`config.mk`:
```
export PLATFORM = sky130hd
export DESIGN_NAME = fifo_word_serializer
export DESIGN_NICKNAME = d
export VERILOG_FILES = /design/src/rtl/fifo_word_serializer.sv
export SDC_FILE = /design/constraint.sdc
export NUM_CORES = 1
export LEC_CHECK = 0
export CAP_MARGIN = 0
export CORE_UTILIZATION = 53
export DETAILED_ROUTE_END_ITERATION = 12
export PLACE_DENSITY = 0.86
export RECOVER_POWER = 50
export SYNTH_ARGS = -nofsm -noshare
export SYNTH_HDL_FRONTEND = slang
export SYNTH_SLANG_ARGS = --single-unit
```
`constraint.sdc`:
```
create_clock -name clk -period 4.31 [get_ports clk]
set_input_delay 0.862 -clock clk [delete_from_list [all_inputs] [get_ports clk]]
set_output_delay 0.862 -clock clk [all_outputs]
set_load 0.05 [all_outputs]
```
`src/rtl/fifo_word_serializer.sv`:
```
// Pops WIDTH-bit words from a show-ahead FIFO and streams each one out as
// WIDTH/OUT_W narrow beats on a valid/ready interface, chaining words without bubbles.
module fifo_word_serializer #(
    parameter int WIDTH     = 256,
    parameter int OUT_W     = 32,
    parameter int MSB_FIRST = 0,
    parameter int CNT_W     = 16
) (
    input  logic             clk,
    input  logic             rst,
    input  logic             fifo_empty,
    input  logic [WIDTH-1:0] fifo_rd_data,
    output logic             fifo_rd,
    output logic             out_valid,
    input  logic             out_ready,
    output logic [OUT_W-1:0] out_data,
    output logic             out_last,
    output logic             busy,
    output logic [CNT_W-1:0] words_out
);

    localparam int BEATS = WIDTH / OUT_W;
    localparam int BCW   = (BEATS > 1) ? $clog2(BEATS) : 1;

    typedef enum logic {
        IDLE,
        SEND
    } state_t;

    state_t                      state;
    state_t                      state_nxt;
    logic [BEATS-1:0][OUT_W-1:0] hold;
    logic [BCW-1:0]              beat_cnt;
    logic [BCW-1:0]              lane_idx;
    logic                        beat_is_last;
    logic                        xfer;

    assign beat_is_last = (beat_cnt == BCW'(BEATS - 1));
    assign lane_idx     = (MSB_FIRST != 0) ? (BCW'(BEATS - 1) - beat_cnt) : beat_cnt;
    assign out_data     = hold[lane_idx];
    assign xfer         = out_valid && out_ready;

    // The pop strobe is combinational so the next word is taken on the same
    // edge that retires the last beat, which is what keeps words back-to-back.
    always_comb begin
        state_nxt = state;
        fifo_rd   = 1'b0;
        out_valid = 1'b0;
        out_last  = 1'b0;
        busy      = 1'b0;
        case (state)
            IDLE: begin
                if (!rst && !fifo_empty) begin
                    fifo_rd   = 1'b1;
                    state_nxt = SEND;
                end
            end
            SEND: begin
                out_valid = 1'b1;
                busy      = 1'b1;
                out_last  = beat_is_last;
                if (out_ready && beat_is_last) begin
                    if (!fifo_empty) begin
                        fifo_rd = !rst;
                    end else begin
                        state_nxt = IDLE;
                    end
                end
            end
            default: state_nxt = IDLE;
        endcase
    end

    // A pop always restarts the lane walk; otherwise the counter only moves on
    // an accepted beat, so a stalled beat stays put.
    always_ff @(posedge clk) begin
        if (rst) begin
            state     <= IDLE;
            hold      <= '0;
            beat_cnt  <= '0;
            words_out <= '0;
        end else begin
            state <= state_nxt;
            if (fifo_rd) begin
                hold     <= fifo_rd_data;
                beat_cnt <= '0;
            end else if (xfer) begin
                beat_cnt <= beat_is_last ? '0 : beat_cnt + 1'b1;
            end
            if (xfer && beat_is_last) begin
                words_out <= words_out + 1'b1;
            end
        end
    end

endmodule
```
# ---- Yosys cells after proc, flatten, opt, wreduce, memory -nomap -nowiden
# Cells that the tools add are included.
dict set report classes {
  n_addsub 2
  order_cmp 1
  n_eq_ne 1
  n_mux 12
  bitwise 1
  reduce_logical 7
}
# operator n
set ops {}
lappend ops {{$bmux 32 s3} 1}
lappend ops {{$mux 32} 1}
lappend ops {{$add 16x1->16 const B} 1}
lappend ops {{$mux 1} 7}
lappend ops {{$logic_and 1x1->1} 4}
lappend ops {{$lt 3x4->1 const B} 1}
lappend ops {{$pmux 1 s2} 2}
lappend ops {{$add 3x1->3 const B} 1}
lappend ops {{$eq 3x3->1 const B} 1}
lappend ops {{$mux 3} 1}
lappend ops {{$logic_not 1->1} 2}
lappend ops {{$reduce_or 2->1} 1}
lappend ops {{$not 1->1} 1}
dict set report word_totals {
  reg_bits 276
  out_inout_bits 52
  word_cells 35
}

# ---- Longest topological paths before layout
# Gate-level depths: netlist (run 1).
dict set report depth {
  word_depth 5
  mapped_depth 9
  mapped_depth_nobuf 6
}

# ---- Worst setup path after synthesis (run 1)
# OpenSTA, ideal clock, no wires.
dict set report synth_path {
  kind {input -> output}
  from {in rst}
  to {out fifo_rd}
  t_arrival_ns 1.918
  setup_slack_ns 1.530
  stages 5
  cell_sequence {clkbuf_1 a211oi_1 buf_2 buf_2 buf_2}
}
dict set report synth_between {
  elab_chain_len 4
}
# element line_no
set synth_rtl {}
lappend synth_rtl {{start: declaration} 10} ;# input logic rst,
lappend synth_rtl {{$logic_not 1->1 *} {53, 64}}
lappend synth_rtl {{$mux 1 / $logic_and 1x1->1 (equally long branches)} {63, 53}}
lappend synth_rtl {{$mux 1 (on tied branches)} {62, 53}}
lappend synth_rtl {{$pmux 1 s2 *} 51} ;# case (state)
lappend synth_rtl {{end: declaration} 13} ;# output logic fifo_rd,
# Every way passes the cells marked *; elsewhere a longest branch is shown, timed or not.

# ---- Final worst setup path (run 1)
dict set report layout_path {
  from {reg beat_cnt[0]}
  to {out out_data[31]}
}
dict set report layout_between {
  elab_chain_len 2
}
# element line_no
set layout_rtl {}
lappend layout_rtl {{start: declaration} 33} ;# logic [BCW-1:0] beat_cnt;
lappend layout_rtl {{start signal: assignment} 88} ;# beat_cnt <= beat_is_last ? '0 : beat_cnt + 1'b1;
lappend layout_rtl {{$bmux 32 s3} 40} ;# assign out_data = hold[lane_idx];
lappend layout_rtl {{$mux 32 (implied by the code)} 40}
lappend layout_rtl {{end: declaration} 16} ;# output logic [OUT_W-1:0] out_data,
# Every way passes these cells. The select of a mux whose other input is x is not followed.

==> results of run 1 <==
-- kinds of logic after synthesis --
group                      synth area share, %
adders and majority gates                0.308
buffers and inverters                     4.09
muxes                                     15.3
xor gates and xnor gates                 0.575
AOI/OAI and AO/OA                         11.1
DFF                                       45.3
and+or+nand+nor                           23.3
-- tightest hold or removal path, stage by stage (launching register included) --
cell      delay [ns]
dfxtp_1         0.30
nand2b_1        0.06
o21ai_1         0.05
-- report_power, final --
group / switching (W) / internal [W]
sequential: 0.000117 / 0.00272
clock: 0.00101 / 0.00147
combinational: 0.000369 / 0.000458
-- flip-flops by register name, summed over array words and instances, names as in the netlist --
name       cells
words_out     16
hold         256
state          1
beat_cnt       3
-- final cells by class --
cell class / count / area share, %
diodes: 6 / 0.0922
clock inverters: 9 / 0.430
clock buffers: 45 / 5.45
well taps: 285 / 2.19
repair buffers: 322 / 19.9
inverters: 3 / 0.0691
multi-input cells: 944 / 37.9
flip-flops and latches: 276 / 34.0
-- final timing paths --
check	from	to	slack (ns)
setup / recovery	beat_cnt[0]$_SDFFE_PP0N_	out_data[31]	0.32
hold / removal	hold[126]$_SDFFE_PP0P_	hold[126]$_SDFFE_PP0P_	0.46
setup reg to reg	beat_cnt[0]$_SDFFE_PP0N_	hold[70]$_SDFFE_PP0P_	0.59
hold reg to reg	hold[126]$_SDFFE_PP0P_	hold[126]$_SDFFE_PP0P_	0.46
-- per-layer routing --
layer,global-route usage (%),share of wire (%),up-vias
met5,0,0.038,-
met4,17.9,6.1,2
met3,7.05,7.0,102
met2,52.1,51,357
met1,31.2,36,4761
li1,-,-,4972
-- through the flow --
stage	instances	setup slack (ns)	hold slack (ns)	utilization, %
global placement	1830	0.869	0.448	67.9
floorplan	1332	1.53	0.439	-
detailed placement	1830	0.846	0.453	67.9
global route	1889	0.172	0.478	72.1
CTS	1884	0.269	0.465	72.2
finish	1890	0.324	0.462	72.2
-- placed cells by master, fill, tap and decap left out, drive strengths merged, types with 4 or more instances in the layout --
cell           count
diode              6
nand3              5
dfxtp            276
nor2              13
mux4              64
nand4              4
clkbuf            47
nand2b           256
a21oi              7
xor2               4
clkdlybuf4s50    291
nor3               7
dlygate4sd3       18
xnor2              4
o21ai            259
nand2            263
mux2i              4
clkinv             8
buf               11
mux2              34
==> flow_summary.yaml, run 1 <==
status:
  status: "finished, final reports clean"
global_route:
  grt_pass1_vias: 10400
  grt_pass1_wl_mm: 53.9
  antenna_found_initial: 8
  grt_start_max_net_pins: 176
  grt-ovfl-total: 0
  grt.total_usage_pct: 29.2
worst_setup_path:
  worstPathArrival_ns: 3.12
  crit_path_start_kind: "flop"
  cpPeakStageDelay_ns: 0.70
  ff2ff_path_depth: 9
  end_kind: "output pin"
  cp_num_cells: 4
  critPathBufInv: 2
  crit_required_ns: 3.45
  worstPathMaxFanout: 23
  crit_chain: "buf_4 > mux4_2 > mux2_2 > clkdlybuf4s50_1"
  cpLargestDelayFamily: "buffers and inverters"
  critPathSlowestCell: "clkdlybuf4s50_1"
  path_class: "reg2out"
placed_design:
  dpl_cell_area_um2: 15300
  routabilityCongestion: 0.874
  port_buffers: 311
  dp_hpwl_mm: 24.3
synth:
  ys_seq_area_share_pct: 45.3
  async_flop_share_pct: 0
  synth-edff-count: 0
  syn_inst: 1332
  syn-num-nets: 1595
  ys.flop_type: "dfxtp_1"
  synth_area_um2: 12200
  yosysTopAreaCell: "dfxtp_1"
  ys_types: 36
  synth_top_area_share_pct: 45.3
  avgSynthCellArea_um2: 9.15
  yosys-top-cells-count: "dfxtp_1 (276), nand2_1 (263), o21ai_1 (257)"
  synth_area_leaders: "dfxtp_1 (45%), nand2b_1 (13%), mux4_2 (12%)"
  ys_seq_elements: 276
  yosysWarnings: 0
  synth.most_common_cell: "dfxtp_1"
drt:
  vias_per_cell: 5.39
  route.detailed.drc: 0
  first_pass_iters: 5
  wl_mm: 34.5
  wl_per_cell_um: 18.3
  drtIter0Drc: 667
  vias: 10200
  drtAntennaViolNets: 0
clock_network:
  clkTransAtPathRegs_ns: 0.06
  cts.sinks: 276
  h-tree-depth: 1
  cts_tree: "yes"
  root_buffer: "clkbuf_16"
  clock_path_buffers: 3
  post_cts_resized: 0
  clk_latency_ns: 0.54
  numCtsBuffers: 30
  postCtsHoldBufs: 0
  postCtsSetupRepairBufs: 0
sta:
  setup-violations-final: 0
  tightest_slew_ns: 1.10
  fin_crit_sh_pct: 92.5
  setup_tns_ns: 0
  rsz0062_at_grt: "no"
  timing.fmax_mhz: 251
  clock_skew_ns: 0.00942
  slew_headroom_pct: 26.4
  final_max_slew_viol_count: 0
  period_needed_ns: 3.99
  final_hold_viol_count: 0
pwr:
  peakVddDrop_v: 0.000283
  powerDensity_nw_per_um2: 377
  power_leakage_nw: 5.82
  power_w: 0.00615
final_layout:
  syn_to_final_growth_pct: 33.6
  drive_gt1_share_pct: 10.1
  multi_input_comb_area_um2: 6170
  fin_area_um2: 16300
  fillCellCount: 1696
  nNetsFinal: 1840
  regArea_um2: 5530
worst_hold_path:
  holdPathStages: 2
  hold_class: "reg2reg"
floorplan:
  core_area_um2: 22600
  die-area_um2: 23600
  die_h_um: 154
  start_util_pct: 54.0
  die_w_um: 154
  pin_count: 312
  fp-row-count: 55
flow_run:
  max_cap_viol_count: 0
Note: power is estimated with default switching activity, not from simulation.
==> inputs of run 2 (changes only) <==
CELL_PAD_IN_SITES_DETAIL_PLACEMENT = 0   (was default)
CELL_PAD_IN_SITES_GLOBAL_PLACEMENT = 1   (was default)
CORE_UTILIZATION = 40   (was 53)
==> flow_summary.yaml, run 2 (same netlist as run 1, synthesis figures left out) <==
global_route:
  grt_pass1_wl_mm: 52.1
  grt-ovfl-total: 0
  grt_pass1_vias: 9751
  grt.total_usage_pct: 21.5
  grt_start_max_net_pins: 229
  antenna_found_initial: 6
worst_hold_path:
  hold_class: "reg2reg"
  holdPathStages: 2
  hold_end: "hold[212]$_SDFFE_PP0P_"
  min_from: "hold[212]$_SDFFE_PP0P_"
sta:
  fin_crit_sh_pct: 90.4
  setup-violations-final: 0
  period_needed_ns: 3.90
  setup_tns_ns: 0
  timing.fmax_mhz: 257
  slew_headroom_pct: -91.1
  final_hold_viol_count: 0
  clock_skew_ns: 0.0131
  rsz0062_at_grt: "no"
  tightest_slew_ns: 2.87
  final_max_slew_viol_count: 84
floorplan:
  die_h_um: 177
  start_util_pct: 40.9
  core_area_um2: 29800
  pin_count: 312
  die_w_um: 177
  die-area_um2: 31200
  fp-row-count: 63
status:
  failed_checks: "capacitance limit, slew limit"
  status: "finished with violations"
clock_network:
  root_buffer: "clkbuf_16"
  postCtsHoldBufs: 0
  numCtsBuffers: 30
  postCtsSetupRepairBufs: 0
  cts_tree: "yes"
  h-tree-depth: 1
  clkTransAtPathRegs_ns: 0.06
  cts.sinks: 276
  clk_latency_ns: 0.54
  post_cts_resized: 0
  clock_path_buffers: 3
worst_setup_path:
  reg2reg_slack_ns: 0.67
  path_class: "reg2out"
  crit_chain: "buf_12 > mux4_2 > mux2_2 > clkdlybuf4s50_1"
  cpPeakStageDelay_ns: 0.73
  critPathSlowestCell: "clkdlybuf4s50_1"
  ff2ff_path_depth: 9
  cpLargestDelayFamily: "buffers and inverters"
  r2r-end: "hold[236]$_SDFFE_PP0P_"
  worstPathMaxFanout: 20
  crit_required_ns: 3.45
  end_kind: "output pin"
  worstPathArrival_ns: 3.04
  r2r_start: "beat_cnt[0]$_SDFFE_PP0N_"
  crit_path_start_kind: "flop"
  critPathBufInv: 2
final_layout:
  multi_input_comb_area_um2: 6180
  reg_top3: "hold x256, words_out x16, beat_cnt x3"
  drive_gt1_share_pct: 10.1
  regMostFlops: "hold"
  layout_common_cells: "clkdlybuf4s50_1 (291), dfxtp_1 (273), nand2_1 (263)"
  nNetsFinal: 1841
  regArea_um2: 5530
  fin_area_um2: 16500
  syn_to_final_growth_pct: 35.0
  final_util_pct: 55.2
  final_common_cell: "clkdlybuf4s50_1"
  fillCellCount: 2710
  largest_register_ffs: 256
drt:
  first_pass_iters: 4
  wl_mm: 34.2
  wl_per_cell_um: 17.1
  vias_per_cell: 4.95
  drtAntennaViolNets: 0
  drtIter0Drc: 523
  vias: 9866
  route.detailed.drc: 0
flow_run:
  max_cap_viol_count: 1
placed_design:
  routabilityCongestion: 0.796
  port_buffers: 311
  dpl_cell_area_um2: 15500
  dp_hpwl_mm: 24.0
pwr:
  power_leakage_nw: 5.83
  peakVddDrop_v: 0.000269
  powerDensity_nw_per_um2: 374
run 2: changes by cell type in the layout (fill, tap and decap cells not counted), sizes merged:
cell | before | now
bufinv | 1 | 0
clkbuf | 47 | 53
clkinv | 8 | 5
diode | 6 | 3
run 2: per-layer routing:
layer	vias to the layer above	part of all wire, %	track usage [%]
li1	4974	-	-
met1	4568	39	24.0
met2	264	51	38.6
met3	54	7.4	6.44
met4	6	2.9	6.90
met5	-	0.11	0
run 2: through the flow:
step	hold slack (ns)	worst slack [ns]	total power (W)	instances
finish	0.462	0.412	0.00616	1994
global route	0.477	0.180	0.00640	1993
CTS	0.463	0.354	0.00624	1991
detailed placement	0.452	0.939	0.00373	1936
global placement	0.448	0.943	0.00372	1936
floorplan	0.439	1.53	0.00331	1332
run 2: final cells by class:
cell class	instances	area share (%)
antenna	3	0.0456
clock buffer	50	5.76
clock inverter	5	0.175
tap	390	2.97
timing repair buffer	323	19.8
inverter	3	0.0684
sequential	276	33.6
multi-input combinational	944	37.5
run 2: report_power, final:
| group | internal (W) | switching, W | total, W |
|---|---|---|---|
| combinational | 0.000462 | 0.000375 | 0.000837 |
| clock | 0.00149 | 0.00101 | 0.00250 |
| sequential | 0.00272 | 0.0000995 | 0.00282 |
| total | 0.00467 | 0.00149 | 0.00616 |
run 2: worst max-delay path by stage:
stage / slack [ns] / startpoint / endpoint / depth (start not counted)
floorplan: 1.53 / rst / fifo_rd / 5
global placement: 0.94 / beat_cnt[0]$_SDFFE_PP0N_ / out_data[11] / 4
CTS: 0.35 / beat_cnt[0]$_SDFFE_PP0N_ / out_data[11] / 4
finish: 0.41 / beat_cnt[0]$_SDFFE_PP0N_ / out_data[11] / 4
global route: 0.18 / rst / words_out[15]$_SDFFE_PP0P_ / 4
detailed placement: 0.94 / beat_cnt[0]$_SDFFE_PP0N_ / out_data[11] / 4
run 2: tightest hold or removal path, stage by stage (launching register included):
cell      delay [ns]
dfxtp_1         0.31
nand2b_1        0.06
o21ai_1         0.05
